## src/rtl/pwm_capture.sv

```systemverilog
// PWM capture: recovers on-time and period (in sample ticks) of a PWM input.
// Optional macro PWM_CAP_GLITCH_EN adds a two-tick agreement filter on the input level.
module pwm_capture #(
  parameter int N = 8
) (
  input  logic         clk,
  input  logic         reset,
  input  logic         smp_clk,
  input  logic         pwm_in,
  output logic [N-1:0] t_on,
  output logic [N-1:0] period,
  output logic         valid,
  output logic         overflow
);

  localparam logic [N-1:0] CTR_ZERO = {N{1'b0}};
  localparam logic [N-1:0] CTR_ONE  = {{(N-1){1'b0}}, 1'b1};
  localparam logic [N-1:0] CTR_MAX  = {N{1'b1}};

  typedef enum logic [1:0] {
    IDLE = 2'b00,
    ARM  = 2'b01,
    HIGH = 2'b10,
    LOW  = 2'b11
  } state_t;

  state_t      state;
  logic        sync1;
  logic        sync2;
  logic        prev;
  logic        lvl;
  logic        rise;
  logic [N-1:0] hi_ctr;
  logic [N-1:0] per_ctr;

  // Two-flop synchronizer, free-running on clk regardless of ticks.
  always_ff @(posedge clk) begin
    if (!reset) begin
      sync1 <= 1'b1;
      sync2 <= 1'b1;
    end else begin
      sync1 <= pwm_in;
      sync2 <= sync1;
    end
  end

`ifdef PWM_CAP_GLITCH_EN
  logic raw_prev;

  // Raw synchronized sample from the previous tick, used to require two agreeing ticks.
  always_ff @(posedge clk) begin
    if (!reset) begin
      raw_prev <= 1'b1;
    end else if (smp_clk) begin
      raw_prev <= sync2;
    end else begin
      raw_prev <= raw_prev;
    end
  end

  // prev holds the last accepted level, so a disagreeing sample keeps it.
  always_comb begin
    if (sync2 == raw_prev) begin
      lvl = sync2;
    end else begin
      lvl = prev;
    end
  end
`else
  // Unfiltered level: the synchronized input as seen on this tick.
  always_comb begin
    lvl = sync2;
  end
`endif

  // Rising edge between the previous tick's level and this tick's level.
  always_comb begin
    rise = lvl & ~prev;
  end

  // Measurement FSM, counters and registered results; everything advances on ticks only.
  always_ff @(posedge clk) begin
    if (!reset) begin
      state    <= IDLE;
      prev     <= 1'b1;
      hi_ctr   <= CTR_ZERO;
      per_ctr  <= CTR_ZERO;
      t_on     <= CTR_ZERO;
      period   <= CTR_ZERO;
      valid    <= 1'b0;
      overflow <= 1'b0;
    end else begin
      valid <= 1'b0;
      if (smp_clk) begin
        prev <= lvl;
        case (state)
          IDLE: begin
            hi_ctr  <= CTR_ZERO;
            per_ctr <= CTR_ZERO;
            if (!lvl) begin
              state <= ARM;
            end
          end
          ARM: begin
            if (rise) begin
              state   <= HIGH;
              hi_ctr  <= CTR_ONE;
              per_ctr <= CTR_ONE;
            end
          end
          HIGH: begin
            if (per_ctr == CTR_MAX) begin
              overflow <= 1'b1;
              hi_ctr   <= CTR_ZERO;
              per_ctr  <= CTR_ZERO;
              state    <= IDLE;
            end else if (lvl) begin
              hi_ctr  <= hi_ctr + CTR_ONE;
              per_ctr <= per_ctr + CTR_ONE;
            end else begin
              per_ctr <= per_ctr + CTR_ONE;
              state   <= LOW;
            end
          end
          LOW: begin
            // Any high level here is a rise, since the previous tick was low.
            if (rise) begin
              t_on     <= hi_ctr;
              period   <= per_ctr;
              valid    <= 1'b1;
              overflow <= 1'b0;
              hi_ctr   <= CTR_ONE;
              per_ctr  <= CTR_ONE;
              state    <= HIGH;
            end else if (per_ctr == CTR_MAX) begin
              overflow <= 1'b1;
              hi_ctr   <= CTR_ZERO;
              per_ctr  <= CTR_ZERO;
              state    <= IDLE;
            end else begin
              per_ctr <= per_ctr + CTR_ONE;
            end
          end
          default: begin
            state   <= IDLE;
            hi_ctr  <= CTR_ZERO;
            per_ctr <= CTR_ZERO;
          end
        endcase
      end
    end
  end

endmodule

```

## config.mk

```make
export PLATFORM = sky130hd
export DESIGN_NAME = pwm_capture
export DESIGN_NICKNAME = d
export VERILOG_FILES = /design/src/rtl/pwm_capture.sv
export SDC_FILE = /design/constraint.sdc
export NUM_CORES = 1
export LEC_CHECK = 0
export CAP_MARGIN = 20
export CORE_MARGIN = 5
export CORE_UTILIZATION = 50
export DETAILED_ROUTE_END_ITERATION = 8
export MAX_ROUTING_LAYER = met4
export PLACE_DENSITY = 0.74
export RECOVER_POWER = 25
export SYNTH_ARGS = -nofsm -noshare
export SYNTH_HDL_FRONTEND = slang
export SYNTH_SLANG_ARGS = --single-unit
export TNS_END_PERCENT = 5
```

## constraint.sdc

```tcl
create_clock -name clk -period 4 [get_ports clk]
set_input_delay 0.8 -clock clk [delete_from_list [all_inputs] [get_ports clk]]
set_output_delay 0.8 -clock clk [all_outputs]
set_load 0.05 [all_outputs]
```

==> summary.txt <==
Run status
  • Status: completed

Cells and area
  • Share of post-route cells with drive strength above 1: 5.99%
  • Final core utilization: 61.3%
  • Area delta synth->final: 17.0%
  • Final instance area: 0.00189 mm2
  • Ant. Diodes: 0
  • Layout Nets: 222
  • Commonest non-fill, non-tap cell in the layout: nand2_1
  • Fill cells: 291
  • Most frequent cells in the layout: nand2_1 (43), dfxtp_1 (39), a21oi_1 (23)

GRT
  • Vias in the first global route: 1272
  • Total gr overflow: 0
  • First-pass GRT wire length: 5.64 mm
  • Total track usage: 17.4%
  • Largest net degree at the start of global routing: 24
  • Number of antenna violations at the first check in global routing: 0

Worst hold path
  • Worst Hold Launch: sync1$_SDFF_PN1_
  • Worst Hold End: lvl$_SDFF_PN1_
  • Worst min-delay path class: flip-flop to flip-flop
  • Hold Crit Depth: 1

Timing
  • Relative slew slack: 33.0%
  • Fmax: 400 MHz
  • Slew Limit Fails: 0
  • Final Cycle Share: 62.5%
  • Final hold violations: 0
  • Setup Viol. Count Final: 0
  • Final TNS setup: 0 ps
  • RSZ-0062 raised after global routing: no
  • Worst Tran Pin Value: 1000 ps
  • Min Tclk post-route: 2500 ps
  • Clock Skews: 9.70 ps
  • Setup ws final: 1500 ps

Critical path
  • Reg2Reg Depth: 6
  • CP required: 4290 ps
  • Worst path cell trace: dlygate4sd3_1 > nand2_1 > nor2_1 > nand2_1 > a21oi_1
  • Kind of critical path: input port to flip-flop
  • Reg-to-Reg End: hi_ctr[6]$_SDFFE_PN0P_
  • R2R setup slack: 1920 ps
  • Max FO, Critical Path: 17
  • Worst path most repeated cell: nand2_1
  • Slowest cell delay on critical path: 780 ps
  • Startpoint types: input port
  • Worst setup EP type: flip-flop
  • Slowest stage cell, crit path: dlygate4sd3_1
  • Reg2reg start: per_ctr[0]$_SDFFE_PN0P_
  • CP arrival: 2790 ps

Die
  • Core area: 0.00308 mm2
  • Die X: 66.8 um
  • Full die area: 0.00446 mm2
  • Num rows: 20
  • Die Y: 66.8 um
  • # IOs: 22
  • Initial core utilization: 52.4%

Pwr
  • Pwr Total: 617 uW
  • Peak supply drop: 0.000190 V
  • Pwr dens: 327 mW/mm2
  • Leakage: 0.000647 uW

Place
  • Dpl cell area: 0.00184 mm2
  • Buffers on Ports: 21
  • Dpl ws: 1180 ps
  • Hpwl dp: 2.41 mm
  • Gpl congestion: 0.850

CTS
  • CTS tree: yes
  • CTS Hold Bufs: 0
  • Clock Tree Root: clkbuf_4
  • Max clock buf depth: 2
  • Clk_lat worst skew: 350 ps
  • Post-CTS Setup Inserts: 0
  • Post-cts sizing count: 0
  • CTS H-tree lvls: 2
  • Clk sinks: 39
  • CTS clk-pin slew, worst paths: 120 ps
  • Inserted Clock Buffers: 5

Routing
  • Routed WL: 3.37 mm
  • 1st-iter DRT viols: 73
  • Avg WL per Cell: 12.9 um
  • Via count: 1385
  • Residual DRC: 0
  • TritonRoute pass-1 iters: 5
  • Post-DRT Antenna Nets: 0
  • Vias per cell: 5.31

Yosys
  • Sequential area share after synthesis: 48.4%
  • Mapped Area: 0.00161 mm2
  • Avg Cell Area, Syn: 8.23 um2
  • Post-Synthesis Cells: 196
  • Ys Warns: 0
  • Synth cell types: 35
  • Post-synthesis register bit count: 39
  • Syn Nets: 202

Run
  • Max Cap Viol: 0
-- flip-flops by register name, summed over array words and instances, names as in the netlist --
register	cells
per_ctr	8
t_on	8
sync1	1
overflow	1
state	2
lvl	1
period	8
prev	1
hi_ctr	8
valid	1
-- cell usage after synthesis --
cell / count / share of area [%]
nor3_1: 6 / 1.9
inv_2: 1 / 0.23
nand3_1: 2 / 0.62
clkbuf_1: 4 / 0.93
and4_1: 2 / 1.1
a21boi_0: 1 / 0.47
and3_1: 1 / 0.39
nand3_2: 1 / 0.62
o211ai_1: 2 / 0.93
o21ai_2: 1 / 0.54
nand2b_1: 3 / 1.2
nor2b_1: 2 / 0.78
and3_2: 1 / 0.47
o21ai_0: 11 / 3.4
o41ai_1: 1 / 0.54
a22oi_1: 1 / 0.47
dfxtp_1: 39 / 48
ha_1: 2 / 1.6
and4_2: 1 / 0.62
nand3b_1: 1 / 0.47
nand4_1: 3 / 1.2
buf_2: 4 / 1.2
xnor2_1: 2 / 1.1
a31oi_2: 1 / 0.78
xor2_1: 6 / 3.3
nand2_1: 43 / 10
nor3_4: 1 / 1.0
a21oi_1: 23 / 7.1
a31oi_1: 1 / 0.39
nor2_1: 19 / 4.4
or3_1: 3 / 1.2
a2bb2oi_1: 1 / 0.54
nand4_2: 1 / 0.78
inv_1: 4 / 0.93
a311oi_1: 1 / 0.54
-- cell families (layout without fill, tap and decap cells) --
group           count (synthesis)  count (layout)  synth area share, %
xor+xnor                        8               8                 4.34
fa+ha+maj                       2               2                 1.55
buf+inv                        13              34                 3.34
simple gates                   90              90                 26.6
compound gates                 44              44                 15.7
flops                          39              39                 48.4
-- stage by stage --
stage	std cells	hold slack [ps]
global route	261	467
detailed placement	253	398
CTS	261	425
global placement	253	392
finish	261	420
floorplan	196	386
-- worst max-delay path by stage --
| stage | from | end | slack, ps | cells past startpoint |
|---|---|---|---|---|
| 2_1_floorplan | smp_clk | period[6]$_SDFFE_PN0P_ | 2280 | 5 |
| 3_3_place_gp | smp_clk | period[5]$_SDFFE_PN0P_ | 1220 | 5 |
| 3_5_place_dp | smp_clk | t_on[1]$_SDFFE_PN0P_ | 1180 | 5 |
| 5_1_grt | smp_clk | t_on[5]$_SDFFE_PN0P_ | 1200 | 5 |
| 6_report | smp_clk | period[5]$_SDFFE_PN0P_ | 1500 | 5 |
| 4_1_cts | smp_clk | t_on[1]$_SDFFE_PN0P_ | 1540 | 5 |
-- metal layers --
| metal | vias to the layer above | global-route usage [%] | wire length (um) |
|---|---|---|---|
| met1 | 631 | 20.0 | 1520 |
| met5 | - | - | 0 |
| met3 | 8 | 5.73 | 213 |
| li1 | 706 | - | - |
| met2 | 40 | 27.1 | 1580 |
| met4 | 0 | 8.38 | 57 |
-- critical path: cells and delay by family --
| kind | cells | cell delay (ps) |
|---|---|---|
| AOI/OAI and AO/OA | 1 | 150 |
| and+or+nand+nor | 3 | 1050 |
| buffers and inverters | 1 | 780 |
-- power breakdown --
group / switching [uW] / total, uW / internal, uW
Clock: 131 / 199 / 67.8
Sequential: 4.01 / 395 / 391
Combinational: 15.7 / 23.0 / 7.27
-- area by class of cell --
cell class                 instances  area (um2)  share of cell area, %
multi-input combinational        144         768                   40.7
clock inverter                     2        12.5                  0.663
sequential                        39         781                   41.4
inverter                           5        18.8                  0.995
clock buffer                       6        41.3                   2.19
tap                               44        55.1                   2.92
timing repair buffer              21         210                   11.1
Note: power is estimated with default switching activity, not from simulation.
